### config.mk
export PLATFORM = sky130hd
export DESIGN_NAME = usb_bus_master
export DESIGN_NICKNAME = d
export VERILOG_FILES = /design/src/rtl/usb_bus_master.sv
export SDC_FILE = /design/constraint.sdc
export NUM_CORES = 1
export LEC_CHECK = 0
export CAP_MARGIN = 20
export CORE_ASPECT_RATIO = 1.25
export CORE_MARGIN = 1
export CORE_UTILIZATION = 40
export CTS_CLUSTER_DIAMETER = 200
export DETAILED_ROUTE_END_ITERATION = 6
export PLACE_DENSITY = 0.72
export SETUP_SLACK_MARGIN = 0.5
export SLEW_MARGIN = 20
export SYNTH_ARGS = -nofsm -noshare
export SYNTH_HDL_FRONTEND = slang
export SYNTH_SLANG_ARGS = --single-unit
### constraint.sdc
create_clock -name clk -period 1.95 [get_ports clk]
set_input_delay 0.39 -clock clk [delete_from_list [all_inputs] [get_ports clk]]
set_output_delay 0.39 -clock clk [all_outputs]
set_load 0.01 [all_outputs]
### src/rtl/usb_bus_master.sv
// usb_bus_master: registered ALE/CE/WR/RD bus sequencer, ADDR -> STROBE -> HOLD.
// Define USBM_BURST_EN to let back-to-back burst commands reuse the address phase.
module usb_bus_master #(
    parameter int CNT_W = 4
) (
    input  logic             clk,
    input  logic             reset_i,
    input  logic             cmd_valid,
    output logic             cmd_ready,
    input  logic             cmd_write,
    input  logic [7:0]       cmd_addr,
    input  logic [7:0]       cmd_wdata,
    input  logic             cmd_burst,
    input  logic [CNT_W-1:0] cfg_setup,
    input  logic [CNT_W-1:0] cfg_strobe,
    input  logic [CNT_W-1:0] cfg_hold,
    output logic             rsp_valid,
    output logic [7:0]       rsp_rdata,
    output logic [7:0]       USB_Addr,
    output logic [7:0]       USB_D_o,
    output logic             USB_D_oe,
    input  logic [7:0]       USB_D_i,
    output logic             USB_ALEn,
    output logic             USB_CEn,
    output logic             USB_WRn,
    output logic             USB_RDn,
    output logic             busy
);

    typedef enum logic [1:0] {IDLE, ADDR, STROBE, HOLD} state_t;

    localparam logic [CNT_W-1:0] ONE = 1;

    state_t           state, state_n;
    logic [CNT_W-1:0] cnt, cnt_n;
    logic [CNT_W-1:0] strobe_q, hold_q;
    logic             wr_q;
    logic [7:0]       wdata_q;

    logic             accept, last, burst_go, done_n;
    logic             wr_nx;
    logic [7:0]       wdata_nx, addr_nx;
    logic             ale_n, ce_n, wrn_n, rdn_n, oe_n;
    logic [7:0]       d_o_n;

    assign accept = cmd_valid & cmd_ready;
    assign last   = (cnt == '0);
    assign busy   = (state != IDLE);

`ifdef USBM_BURST_EN
    assign burst_go = accept & cmd_burst & rsp_valid;
`else
    logic unused_burst;
    assign unused_burst = cmd_burst;
    assign burst_go     = 1'b0;
`endif

    // Counter is loaded with the phase field and counts down to zero.
    always_comb begin
        state_n = state;
        cnt_n   = cnt;
        done_n  = 1'b0;
        unique case (state)
            IDLE: begin
                if (accept) begin
                    if (burst_go) begin
                        state_n = STROBE;
                        cnt_n   = cfg_strobe;
                    end else begin
                        state_n = ADDR;
                        cnt_n   = cfg_setup;
                    end
                end
            end
            ADDR: begin
                if (last) begin
                    state_n = STROBE;
                    cnt_n   = strobe_q;
                end else begin
                    cnt_n = cnt - ONE;
                end
            end
            STROBE: begin
                if (last) begin
                    state_n = HOLD;
                    cnt_n   = hold_q;
                end else begin
                    cnt_n = cnt - ONE;
                end
            end
            HOLD: begin
                if (last) begin
                    state_n = IDLE;
                    done_n  = 1'b1;
                end else begin
                    cnt_n = cnt - ONE;
                end
            end
            default: state_n = IDLE;
        endcase
    end

    always_comb begin
        wr_nx    = accept ? cmd_write : wr_q;
        wdata_nx = accept ? cmd_wdata : wdata_q;
        addr_nx  = (accept & ~burst_go) ? cmd_addr : USB_Addr;
        ale_n    = (state_n != ADDR);
        ce_n     = (state_n == IDLE);
`ifdef USBM_BURST_EN
        // Chip select bridges the completion cycle so a burst can follow.
        if (done_n) ce_n = 1'b0;
`endif
        wrn_n = !((state_n == STROBE) && wr_nx);
        rdn_n = !((state_n == STROBE) && !wr_nx);
        oe_n  = ((state_n == STROBE) || (state_n == HOLD)) && wr_nx;
        d_o_n = oe_n ? wdata_nx : USB_D_o;
    end

    always_ff @(posedge clk) begin
        if (reset_i) begin
            state <= IDLE;
            cnt   <= '0;
        end else begin
            state <= state_n;
            cnt   <= cnt_n;
        end
    end

    always_ff @(posedge clk) begin
        if (reset_i) begin
            strobe_q  <= '0;
            hold_q    <= '0;
            wr_q      <= 1'b0;
            wdata_q   <= '0;
            cmd_ready <= 1'b0;
            rsp_valid <= 1'b0;
            rsp_rdata <= '0;
            USB_Addr  <= '0;
            USB_D_o   <= '0;
            USB_D_oe  <= 1'b0;
            USB_ALEn  <= 1'b1;
            USB_CEn   <= 1'b1;
            USB_WRn   <= 1'b1;
            USB_RDn   <= 1'b1;
        end else begin
            if (accept) begin
                strobe_q <= cfg_strobe;
                hold_q   <= cfg_hold;
            end
            wr_q      <= wr_nx;
            wdata_q   <= wdata_nx;
            cmd_ready <= (state_n == IDLE);
            rsp_valid <= done_n;
            if ((state == STROBE) && last && !wr_q) begin
                rsp_rdata <= USB_D_i;
            end
            USB_Addr <= addr_nx;
            USB_D_o  <= d_o_n;
            USB_D_oe <= oe_n;
            USB_ALEn <= ale_n;
            USB_CEn  <= ce_n;
            USB_WRn  <= wrn_n;
            USB_RDn  <= rdn_n;
        end
    end

endmodule
### Word-level counts from Yosys, hierarchy flattened

Index checks and enable logic that the tools add are counted.

* add/subtract/negate cells: 1
* reduce and logical (&&, ||, !) cells: 16
* multiplexer cells: 13
* bitwise logic cells: 2
* equality and inequality tests: 8

Operators with widths (count)
* $mux 4: 4
* $pmux 4 s4: 1
* $eq 2x2->1 const B: 4
* $mux 2: 4
* $mux 8: 1
* $pmux 2 s4: 1
* $logic_and 1x1->1: 5
* $logic_not 1->1: 4
* $logic_not 2->1: 2
* $logic_not 4->1: 1
* $ne 2x2->1 const B: 2
* $sub 4x1->4 const B: 1
* $eq 2x1->1 const B: 1
* $mux 1: 2
* $ne 2x1->1 const B: 1
* $reduce_and 2->1: 1
* $reduce_bool 2->1: 1
* $reduce_or 2->1: 1
* $and 1x1->1: 1
* $logic_or 1x1->1: 1
* $not 1->1: 1

* bits in registers: 54
* word-level logic and storage cells: 56
* input port bits: 41
* output and inout port bits: 32

### Logic depth before layout (Yosys ltp)

* depth in word-level cells: 6
* mapped depth: 7
* mapped depth without buffers: 6

### Worst setup path after synthesis

No wires, ideal clock.

* kind: register to register
* start: reg cnt[0]
* end: reg USB_D_o[0]
* period minus slack after synthesis: 1.604 ns
* setup slack: 0.346 ns
* buffers on the path: 0
* arrival: 1.481 ns
* library setup time: 0.123 ns
* stages on the path, launching flop included: 7
* required time: 1.827 ns
* cells stage by stage: dfxtp_1 inv_1 ha_1 and4bb_4 xnor2_4 nor2_8 mux2_1

* cells in the longest elaborated chain, start to end: 6
* elaborated cells between the ends (all ways): 9
* classes of those cells: 2 x eq/ne; 4 x mux; 3 x reduce/logical

Ends and longest elaborated chain
* start, declared: line 35 `logic [CNT_W-1:0] cnt, cnt_n;`
* start signal, assigned: line 125 `cnt <= cnt_n;`
* $logic_not 4->1 (*): line 47 `assign last = (cnt == '0);`
* $mux 2, on equally long branches: line 92, 76, 84
* $pmux 2 s4 (*): line 63 `unique case (state)`
* $eq 2x2->1: line 115 `oe_n = ((state_n == STROBE) || (state_n == HOLD)) && wr_nx;`
* $logic_or 1x1->1 (*): line 115
* $logic_and 1x1->1 (*): line 115
* end signal, assigned: line 158 `USB_D_o <= d_o_n;`
* end, declared: line 20 `output logic [7:0] USB_D_o,`

Mark *: on every way between the ends. The rest lies on a longest branch, timed or not.
A chain may end at the register's enable or synchronous reset.

### Worst setup path in the final report

* start: reg state[0]
* end: reg USB_D_o[5]

* cells in the longest elaborated chain, start to end: 5
* elaborated cells between the ends (all ways): 13
* classes of those cells: 5 x eq/ne; 5 x mux; 3 x reduce/logical

Ends and longest elaborated chain
* start, declared: line 34 `state_t state, state_n;`
* start signal, assigned: line 124 `state <= state_n;`
* $eq 2x2->1 (tied with other cells): line 63
* $pmux 2 s4 (*): line 63
* $eq 2x2->1: line 115
* $logic_or 1x1->1 (*): line 115
* $logic_and 1x1->1 (*): line 115

Marks and branches as above.

==> out/metrics.yaml <==
setup_path:
  reg2reg_to: "USB_D_o[5]"
  cp_slowest_cell: "sky130_fd_sc_hd__dfxtp_2"
  worstSetupPathType: "flip-flop to flip-flop"
  timing.rr.start: "state[0]"
  data_arrival_at_the_endpoint_of_the_critical_path_ps: 1780
  r2r.worst_path.cells: 5
  critical_path.startpoint: "state[0]"
  max_stage_delay_ps: 380
  setup.worst_path.start_class: "flip-flop"
  endpoint_kind: "flip-flop"
  path_cells: "buf_6, and4bb_4, xnor2_4, nor2_8, mux2_4"
  path_buf_inv: 1
  reg2reg_setup_slack_ps: 380
  timing.critical_path.max_delay_family: "simple AND/OR/NAND/NOR gates"
  path_max_fanout: 8
  crit_required_ps: 2160
final_layout:
  number_of_cells_in_the_finished_layout_apart_from_fillers: 378
  antennaDiodeCount: 0
  final-seq-area_sq_mm: 0.001087
  top_library_cells_by_usage_in_the_layout_fill_and_taps_aside: "sky130_fd_sc_hd__nand2_1, sky130_fd_sc_hd__dfxtp_1, sky130_fd_sc_hd__clkdlybuf4s50_1"
  drive_gt1_share_pct: 17.72
  multi_input_comb_area_sq_mm: 0.001056
  area.growth.synth_to_final_pct: 50.71
  finish.net_count: 358
  layout_commonest_cell: "sky130_fd_sc_hd__nand2_1"
  fillerInstances: 463
sta:
  tightestPinTransition_ps: 322.7
  timing.final.crit_period_ps: 1572
  setup_viol: 0
  maxClockFrequency_mhz: 636.0
  grt_setup_unrepaired: "true"
  final-hold-violation-count: 0
  maxSlewHeadroom_pct: 78.49
  setup_total_negative_slack_ps: 0
  setup_slack_ps: 377.8
  final_number_of_max_transition_violations: 0
  final_min_period_over_clock_period_pct: 80.63
  hold-worst-slack_ps: 441.6
  clock-skew-final_ps: 9.588
global_routing:
  grtUsageTotal_pct: 19.61
  grt_pass1_wl_um: 8390
  first_global_vias: 1883
  grt_start_max_net_pins: 28
  grt.overflow.total: 0
  grt_antenna_before_repair: 0
yosys:
  synth_ff_type: "sky130_fd_sc_hd__dfxtp_1"
  synth_fp_nets: 273
  syn_area_sq_mm: 0.002115
  synth.ff_latch_count: 54
  synth_enable_flop_cells: 0
  synth_seq_area_share_pct: 51.12
  post_synthesis_cell_type_count: 34
  yosys_warnings: 0
  postSynthCellCount: 230
  async_flop_share_pct: 0
  post_synth.cell_area_avg_sq_um: 9.194
min_path:
  min_to: "rsp_rdata[0]"
  min-delay-path-class: "input port to flip-flop"
  min-delay-start: "reset_i"
  timing.hold.worst_path_depth: 2
clock_tree:
  clock_insertion_delay_worst_skew_ps: 310
  cts.sinks: 54
  numCtsBuffers: 5
  clock-root-buffer: "sky130_fd_sc_hd__clkbuf_8"
  clock_h_tree_levels: 2
  clk_pin_slew_ps: 100
  cts_tree: "built"
  clk_path_buf_depth: 2
detailed_routing:
  via_per_inst: 4.929
  drt.antenna.violating_nets: 0
  drc_errors: 0
  route.final.wire_length_um: 4989
  drt_pass1_iterations: 4
  drt-initial-drc-count: 74
  dr_total_vias: 1863
  routed_wire_per_std_cell_um: 13.20
placement:
  place.detailed.instances: 360
  globalplace.congestion: 0.7878
  port-buffer-count: 71
  dp_slack_ps: 14.80
  detailedPlacementHpwl_um: 3414
floorplanning:
  placeableCoreArea_sq_mm: 0.005080
  die_width_um: 67.03
  die_h_um: 83.29
  pin_count: 73
  starting_density_pct: 41.63
  rows: 29
  design.die.area_sq_mm: 0.005583
pwr:
  irDropWorstVdd_uv: 672.9
  static-leakage-power_nw: 1.404
  power-per-cell-area_mw_per_mm2: 1223
run_status:
  status: "completed"
run:
  drv_cap: 0
## cell usage after synthesis, drive strengths merged (3+ instances only)
| library cell | n | area (sq um) |
|---|---|---|
| a21oi | 28 | 140.1 |
| a31oi | 4 | 25.02 |
| buf | 5 | 23.77 |
| clkbuf | 7 | 26.28 |
| dfxtp | 54 | 1081 |
| inv | 5 | 18.77 |
| mux2 | 8 | 90.09 |
| mux2i | 9 | 93.84 |
| nand2 | 55 | 206.5 |
| nor2 | 14 | 68.82 |
| nor2b | 8 | 50.05 |
| nor3 | 4 | 20.02 |
| xnor2 | 3 | 45.05 |
## flip-flops by register name, summed over array words and instances (netlist names), 2 cells and up
signal	count
USB_Addr	8
USB_D_o	8
rsp_rdata	8
wdata_q	8
cnt	4
hold_q	4
strobe_q	4
state	2
## kinds of logic (layout without fill, tap and decap cells)
family          count (synthesis)  after routing  synth area share [%]
compound gates                 45             45                 12.66
fa+ha+maj                       2              2                 1.183
flops                          54             54                 51.12
buf+inv                        17            103                 3.255
simple gates                   92             92                 20.95
xor+xnor                        3              3                 2.130
mux                            17             17                 8.698
## what timing repair did
item,in CTS,in global routing
gates cloned,0,0
hold buffers,0,0
gates resized for setup,42,7
setup buffers,7,3
pin swaps,3,5
endpoints found under the setup margin,53,25
## worst reg2reg max path, cell delays in order, from the launching register on
cell and delay (ps):
sky130_fd_sc_hd__dfxtp_2 380, sky130_fd_sc_hd__buf_6 140, sky130_fd_sc_hd__and4bb_4 310, sky130_fd_sc_hd__xnor2_4 100, sky130_fd_sc_hd__nor2_8 220, sky130_fd_sc_hd__mux2_4 320
## power breakdown
group | leakage, nW | internal (mW) | total (mW) | switching [mW]
sequential | 0.441 | 1.28 | 1.39 | 0.105
clock | 0.0618 | 0.423 | 0.794 | 0.371
combinational | 0.901 | 0.901 | 1.72 | 0.817
## cell type report
class / instances / share of cell area (%)
Clock inverter: 2 / 1.217
Sequential cell: 54 / 34.12
Inverter: 5 / 0.5889
Clock buffer: 6 / 2.591
Multi-Input combinational cell: 159 / 33.14
Timing Repair Buffer: 90 / 25.91
Tap cell: 62 / 2.434
## metrics by stage
stage | utilization [%] | instance area (sq um) | power [mW]
global route | 62.73 | 3187 | 4.151
global placement | 58.52 | 2973 | 2.847
finish | 62.73 | 3187 | 3.899
floorplan | - | 2175 | 2.345
CTS | 61.90 | 3144 | 3.791
detailed placement | 58.52 | 2973 | 2.865
## routing by layer
layer | routed length [um] | vias to the layer above | GRT usage (%)
met5 | 0 | - | 0
met4 | 59 | 0 | 5.803
met3 | 396 | 5 | 6.456
met2 | 2463 | 62 | 33.55
met1 | 2070 | 855 | 22.41
li1 | - | 941 | -
## worst max path at each step
| stage | end | slack [ps] | cells after the start |
|---|---|---|---|
| floorplan | USB_D_o[0] | 420 | 6 |
| global placement | USB_D_o[4] | 40 | 5 |
| detailed placement | USB_D_o[5] | 10 | 5 |
| CTS | busy | 310 | 3 |
| global route | cnt[0] | 300 | 6 |
| finish | USB_D_o[5] | 380 | 5 |
Note: power is estimated with default switching activity, not from simulation.
